File: config.mk
export PLATFORM = sky130hd
export DESIGN_NAME = onehot_decoder_seq
export DESIGN_NICKNAME = d
export VERILOG_FILES = /design/src/rtl/onehot_decoder_seq.sv
export SDC_FILE = /design/constraint.sdc
export NUM_CORES = 1
export LEC_CHECK = 0
export ABC_AREA = 0
export CORE_MARGIN = 2
export CORE_UTILIZATION = 48
export CTS_CLUSTER_DIAMETER = 120
export DETAILED_ROUTE_END_ITERATION = 6
export PLACE_DENSITY = 0.75
export SETUP_SLACK_MARGIN = 0.2
export SLEW_MARGIN = 5
export SYNTH_ARGS = -nofsm -noshare
export SYNTH_HDL_FRONTEND = slang
export SYNTH_SLANG_ARGS = --single-unit
File: constraint.sdc
create_clock -name clk -period 1.7 [get_ports clk]
set_input_delay 0.34 -clock clk [delete_from_list [all_inputs] [get_ports clk]]
set_output_delay 0.34 -clock clk [all_outputs]
set_load 0.005 [all_outputs]
File: src/rtl/onehot_decoder_seq.sv
// rtl/onehot_decoder_seq.sv - registered N-to-2^N decoder with one-hot, thermometer and auto-scan modes
module onehot_decoder_seq #(
  parameter int IN_W    = 3,
  parameter int DWELL_W = 8
) (
  input  logic                  clk,
  input  logic                  rst,
  input  logic                  en,
  input  logic [1:0]            mode,
  input  logic                  in_valid,
  output logic                  in_ready,
  input  logic [IN_W-1:0]       in,
  input  logic [DWELL_W-1:0]    dwell,
  output logic [(2**IN_W)-1:0]  out,
  output logic                  out_valid,
  output logic                  busy
);
  localparam int OUT_W = 2**IN_W;

  typedef enum logic [1:0] {IDLE, HOLD, SCAN} state_t;

  state_t               state;
  logic [IN_W-1:0]      pos;
  logic [IN_W-1:0]      pos_nx;
  logic [DWELL_W-1:0]   cnt;
  logic [DWELL_W-1:0]   dwell_q;

  function automatic logic [OUT_W-1:0] onehot(input logic [IN_W-1:0] c);
    return OUT_W'(1) << c;
  endfunction

  function automatic logic [OUT_W-1:0] therm(input logic [IN_W-1:0] c);
    logic [OUT_W-1:0] t;
    for (int i = 0; i < OUT_W; i++) t[i] = (i <= int'(c));
    return t;
  endfunction

  assign in_ready = en && !rst;
  // Natural IN_W-bit wrap gives OUT_W-1 -> 0 for free.
  assign pos_nx   = pos + 1'b1;

  always_ff @(posedge clk or posedge rst) begin
    if (rst) begin
      state     <= IDLE;
      out       <= '0;
      out_valid <= 1'b0;
      busy      <= 1'b0;
      pos       <= '0;
      cnt       <= '0;
      dwell_q   <= '0;
    end else if (!en) begin
      state     <= IDLE;
      out       <= '0;
      out_valid <= 1'b0;
      busy      <= 1'b0;
      pos       <= '0;
      cnt       <= '0;
      dwell_q   <= '0;
    end else if (in_valid) begin
      // An accept always wins over a pending scan advance.
      out_valid <= 1'b1;
      pos       <= in;
      case (mode)
        2'b10: begin
          state   <= SCAN;
          out     <= onehot(in);
          busy    <= 1'b1;
          cnt     <= dwell;
          dwell_q <= dwell;
        end
        2'b01: begin
          state   <= HOLD;
          out     <= therm(in);
          busy    <= 1'b0;
          cnt     <= '0;
          dwell_q <= '0;
        end
        default: begin
          state   <= HOLD;
          out     <= onehot(in);
          busy    <= 1'b0;
          cnt     <= '0;
          dwell_q <= '0;
        end
      endcase
    end else begin
      case (state)
        SCAN: begin
          if (cnt != '0) begin
            cnt <= cnt - 1'b1;
          end else begin
            pos <= pos_nx;
            out <= onehot(pos_nx);
            cnt <= dwell_q;
          end
        end
        default: ;
      endcase
    end
  end
endmodule

==> impl_metrics.csv <==
group,metric,value,unit
status,run_status,"finished with violations",
status,violations,"setup timing",
critical_path,worst_setup_path_startpoint,"cnt[1]",
global_route,grt_util_all_layers,0.289,
critical_path,worst_path_arrival,1.88,ns
cells_and_area,drive_gt1_frac,0.428,
route,wire_length_on_met3,535,um
sta,fin_skew,0.00496,ns
global_route,grt_max_degree,31,
sta,holdWs,0.460,ns
cells_and_area,num-fill-cells,191,
floorplan,die_y,65.5,um
critical_path,ff2ff_path_depth,9,
sta,grt_setup_unrepaired,"true",
synth,ys.warnings.count,0,
critical_path,critical_path.cell_chain,"inv_2 -> ha_4 -> nor4b_4 -> buf_6 -> a31oi_4 -> buf_12 -> buf_16 -> nand2_2 -> o21ai_2",
global_route,grt_pass1_wl,9260,um
clock_tree,cts_buffers,5,
sta,finalSetupViolCount,2,
clock_tree,cts.reportedPaths.clkPinSlew,0.07,ns
critical_path,worst_path_largest_cell_delay,0.39,ns
route,via_per_inst,6.15,
synth,synth_top_family_by_area,"compound AO/OA/AOI/OAI gates",
synth,netlist_area,1810,um2
placed_design,gp_congestion,0.917,
sta,max_frequency,587,MHz
synth,postSynthCellCount,196,
placed_design,detailed_place_hpwl,3390,um
critical_path,rrSetupSlack,-0.004,ns
sta,layout_worst_path_cycle_share,1.00,
critical_path,timing.critical_path.to,"out[1]",
synth,ys_seq_area_frac,0.414,
clock_tree,cts.root.buffer_cell,"sky130_fd_sc_hd__clkbuf_8",
placed_design,place.port_buffers,27,
synth,proportion_of_register_bits_with_asynchronous_set_or_reset_after_synthesis,1.00,
critical_path,path_buf_inv,4,
sta,final.min_clock_period,1.70,ns
route,route.detailed.wl_per_inst,19.6,um
min_path,worst_hold_path_type,"in -> async",
synth,synth.lib_cells_used.distinct,45,
flow_run,max-cap-violations,0,
global_route,globalRouteOverflowTotal,0,
clock_tree,clock_sink_count,30,
critical_path,worst_setup_path_start_kind,"flop",
route,initialDrtViolationCount,256,
sta,timing_worst_slew_pin_value,0.400,ns
route,wl_met1,2600,um
sta,final_max_slew_viol_count,0,
critical_path,path_delay_family,"buffers and inverters",
floorplan,dieWidth,65.5,um
sta,final-hold-violation-count,0,
clock_tree,clk_path_buf_depth,2,
route,vias_after_detailed_routing,2034,
cells_and_area,area_growth,68.2,%
synth,dominantRegCellSynth,"sky130_fd_sc_hd__dfrtp_1",
route,maxUsedRoutingLayer,"met4",
global_route,antenna_violations_before_repair,0,
route,drt_pre_antenna_iters,5,
route,drc,0,
floorplan,initial_utilization,0.499,
power_and_ir_drop,worst_ir_drop_vdd,0.000430,V
route,drtAntennaViolNets,0,
clock_tree,cts_tree,"built",
synth,proportion_of_synthesized_area_in_mux_cells,0.0794,
synth,fraction_of_synthesized_cell_area_in_xor_and_xnor_cells,0.00966,
clock_tree,insertion_delay,0.29,ns
synth,post_synth_fa_ha_maj_area_fraction,0.0483,
route,wire_length_on_met2,3170,um
critical_path,crit_slowest_cell,"sky130_fd_sc_hd__dfrtp_1",
synth,syn_nets,220,
cells_and_area,insertedDiodeCount,0,
clock_tree,cts_hold_repair_buffers,0,
critical_path,critical_setup_path_kind,"reg -> reg",
sta,final.setup.worst_slack,-0.00403,ns
critical_path,critical_path_depth,9,
clock_tree,cts-htree-levels,2,
power_and_ir_drop,p_leak,1.51,nW
power_and_ir_drop,power-per-cell-area,768,nW/um2
synth,syn_avg_cell_area,9.25,um2
floorplan,io-pin-count,28,
synth,post_synthesis_simple_gate_area_fraction,0.190,
critical_path,critical_path.reg2reg.endpoint,"out[1]",
power_and_ir_drop,power.total,2.34,mW
cells_and_area,fin_nets,306,
sta,slew_headroom,0.734,
floorplan,core,3630,um2
synth,synth_compound_gate_area_share,0.217,
critical_path,worstReg2RegStart,"cnt[1]",
critical_path,worst_ep_required_time,1.87,ns
route,wl,6500,um
synth,ys_ff_latch,30,
critical_path,critical_path.max_fanout,5,
global_route,grt_pass1_vias,1940,
synth,number_of_enable_type_register_cells_in_the_synthesized_netlist,0,
floorplan,die_area,4280,um2
floorplan,core.rowCount,22,
critical_path,crit_path_end_kind,"flop",
[synth_stat cells, types with 2 or more instances]
cell type,instances,area share
sky130_fd_sc_hd__buf_2,5,0.014
sky130_fd_sc_hd__a32oi_1,4,0.019
sky130_fd_sc_hd__nor2b_1,6,0.021
sky130_fd_sc_hd__a221oi_1,2,0.0097
sky130_fd_sc_hd__nor3_1,2,0.0055
sky130_fd_sc_hd__nand2b_1,5,0.017
sky130_fd_sc_hd__o311ai_1,2,0.0097
sky130_fd_sc_hd__nand2_1,25,0.052
sky130_fd_sc_hd__mux2i_1,11,0.061
sky130_fd_sc_hd__nor2_1,18,0.037
sky130_fd_sc_hd__o31ai_1,5,0.021
sky130_fd_sc_hd__a211oi_1,3,0.012
sky130_fd_sc_hd__o211ai_1,3,0.012
sky130_fd_sc_hd__mux2_2,2,0.012
sky130_fd_sc_hd__xor2_1,2,0.0097
sky130_fd_sc_hd__a21boi_0,2,0.0083
sky130_fd_sc_hd__inv_1,10,0.021
sky130_fd_sc_hd__nand4_1,2,0.0069
sky130_fd_sc_hd__ha_1,7,0.048
sky130_fd_sc_hd__o21ai_1,4,0.011
sky130_fd_sc_hd__a21oi_1,9,0.025
sky130_fd_sc_hd__dfrtp_1,30,0.41
sky130_fd_sc_hd__o21ai_0,15,0.041
[power breakdown]
group          switching (mW)  internal, mW
clock network           0.280         0.408
logic                   0.409         0.439
registers              0.0433         0.762
total                   0.732          1.61
[how the worst min path moves through the flow]
stage / start / cells after the start / end
final: rst / 3 / state[0]
after detailed placement: out_valid / 1 / out_valid
after CTS: rst / 3 / state[0]
after global routing: out_valid / 1 / out_valid
after floorplan: rst / 1 / busy
after global placement: out[4] / 2 / out[4]
[metrics by stage]
| stage | instances | setup WS (ns) | instance area [um2] | util | setup TNS [ns] |
|---|---|---|---|---|---|
| floorplan | 196 | 0.0577 | 1830 | - | 0 |
| global placement | 302 | -0.169 | 2440 | 0.671 | -2.13 |
| detailed placement | 302 | -0.213 | 2440 | 0.671 | -3.21 |
| CTS | 323 | 0.0480 | 2850 | 0.784 | 0 |
| global route | 331 | -0.0578 | 3050 | 0.839 | -0.441 |
| finish | 331 | -0.00403 | 3050 | 0.839 | -0.00598 |
[cells by family after synthesis]
| group | after synthesis |
|---|---|
| AND/OR/NAND/NOR | 66 |
| XOR/XNOR | 2 |
| flip-flops | 30 |
| multiplexers | 14 |
| AO/OA/AOI/OAI | 59 |
| buffers and inverters | 18 |
| adder cells (fa/ha/maj) | 7 |
[sequential cells by signal, indices dropped and copies added, names as in the netlist]
register,flops
out_valid,1
cnt,8
pos,3
busy,1
out,8
dwell_q,8
state,1
[layout by cell type, fill, tap and decap left out, types with 3 or more instances in the layout]
master	n
sky130_fd_sc_hd__a32oi_1	4
sky130_fd_sc_hd__o21ai_0	8
sky130_fd_sc_hd__dlygate4sd2_1	3
sky130_fd_sc_hd__a21oi_1	8
sky130_fd_sc_hd__o211ai_1	3
sky130_fd_sc_hd__nand2_4	5
sky130_fd_sc_hd__nand2_2	6
sky130_fd_sc_hd__clkdlybuf4s50_1	17
sky130_fd_sc_hd__o21ai_1	4
sky130_fd_sc_hd__nor2_1	18
sky130_fd_sc_hd__nand2b_1	5
sky130_fd_sc_hd__inv_1	7
sky130_fd_sc_hd__nand2_1	13
sky130_fd_sc_hd__dlymetal6s2s_1	6
sky130_fd_sc_hd__clkbuf_8	8
sky130_fd_sc_hd__nor2b_1	4
sky130_fd_sc_hd__dfrtp_1	29
sky130_fd_sc_hd__inv_2	3
sky130_fd_sc_hd__o21ai_2	7
sky130_fd_sc_hd__ha_1	3
sky130_fd_sc_hd__buf_16	3
sky130_fd_sc_hd__buf_12	5
sky130_fd_sc_hd__buf_4	48
sky130_fd_sc_hd__mux2i_1	11
sky130_fd_sc_hd__buf_6	3
[metal layers]
layer / global-route usage / vias up
met2: 0.471 / 139
met3: 0.0719 / 23
met4: 0.143 / 0
li1: - / 883
met1: 0.356 / 989
met5: 0 / -
[tightest hold or removal path, cell delays in order]
cell	delay, ns
sky130_fd_sc_hd__clkdlybuf4s50_1	0.42
sky130_fd_sc_hd__inv_1	0.06
sky130_fd_sc_hd__buf_4	0.35
[cell type report]
class | instances | area [um2] | area share
timing repair buffer | 86 | 853 | 0.280
multi-input combinational | 148 | 1230 | 0.404
sequential | 30 | 752 | 0.247
clock buffer | 8 | 110 | 0.0361
inverter | 11 | 42.5 | 0.0140
tap | 48 | 60.1 | 0.0197
[what timing repair did]
| action | 4_1_cts | 5_1_grt |
|---|---|---|
| setup endpoints to repair | 21 | 28 |
| pin swaps | 14 | 12 |
| resized for setup | 40 | 38 |
| endpoints found under the hold margin | 0 | 0 |
| buffers inserted | 10 | 8 |
| gates cloned | 3 | 0 |
Note: power is estimated with default switching activity, not from simulation.
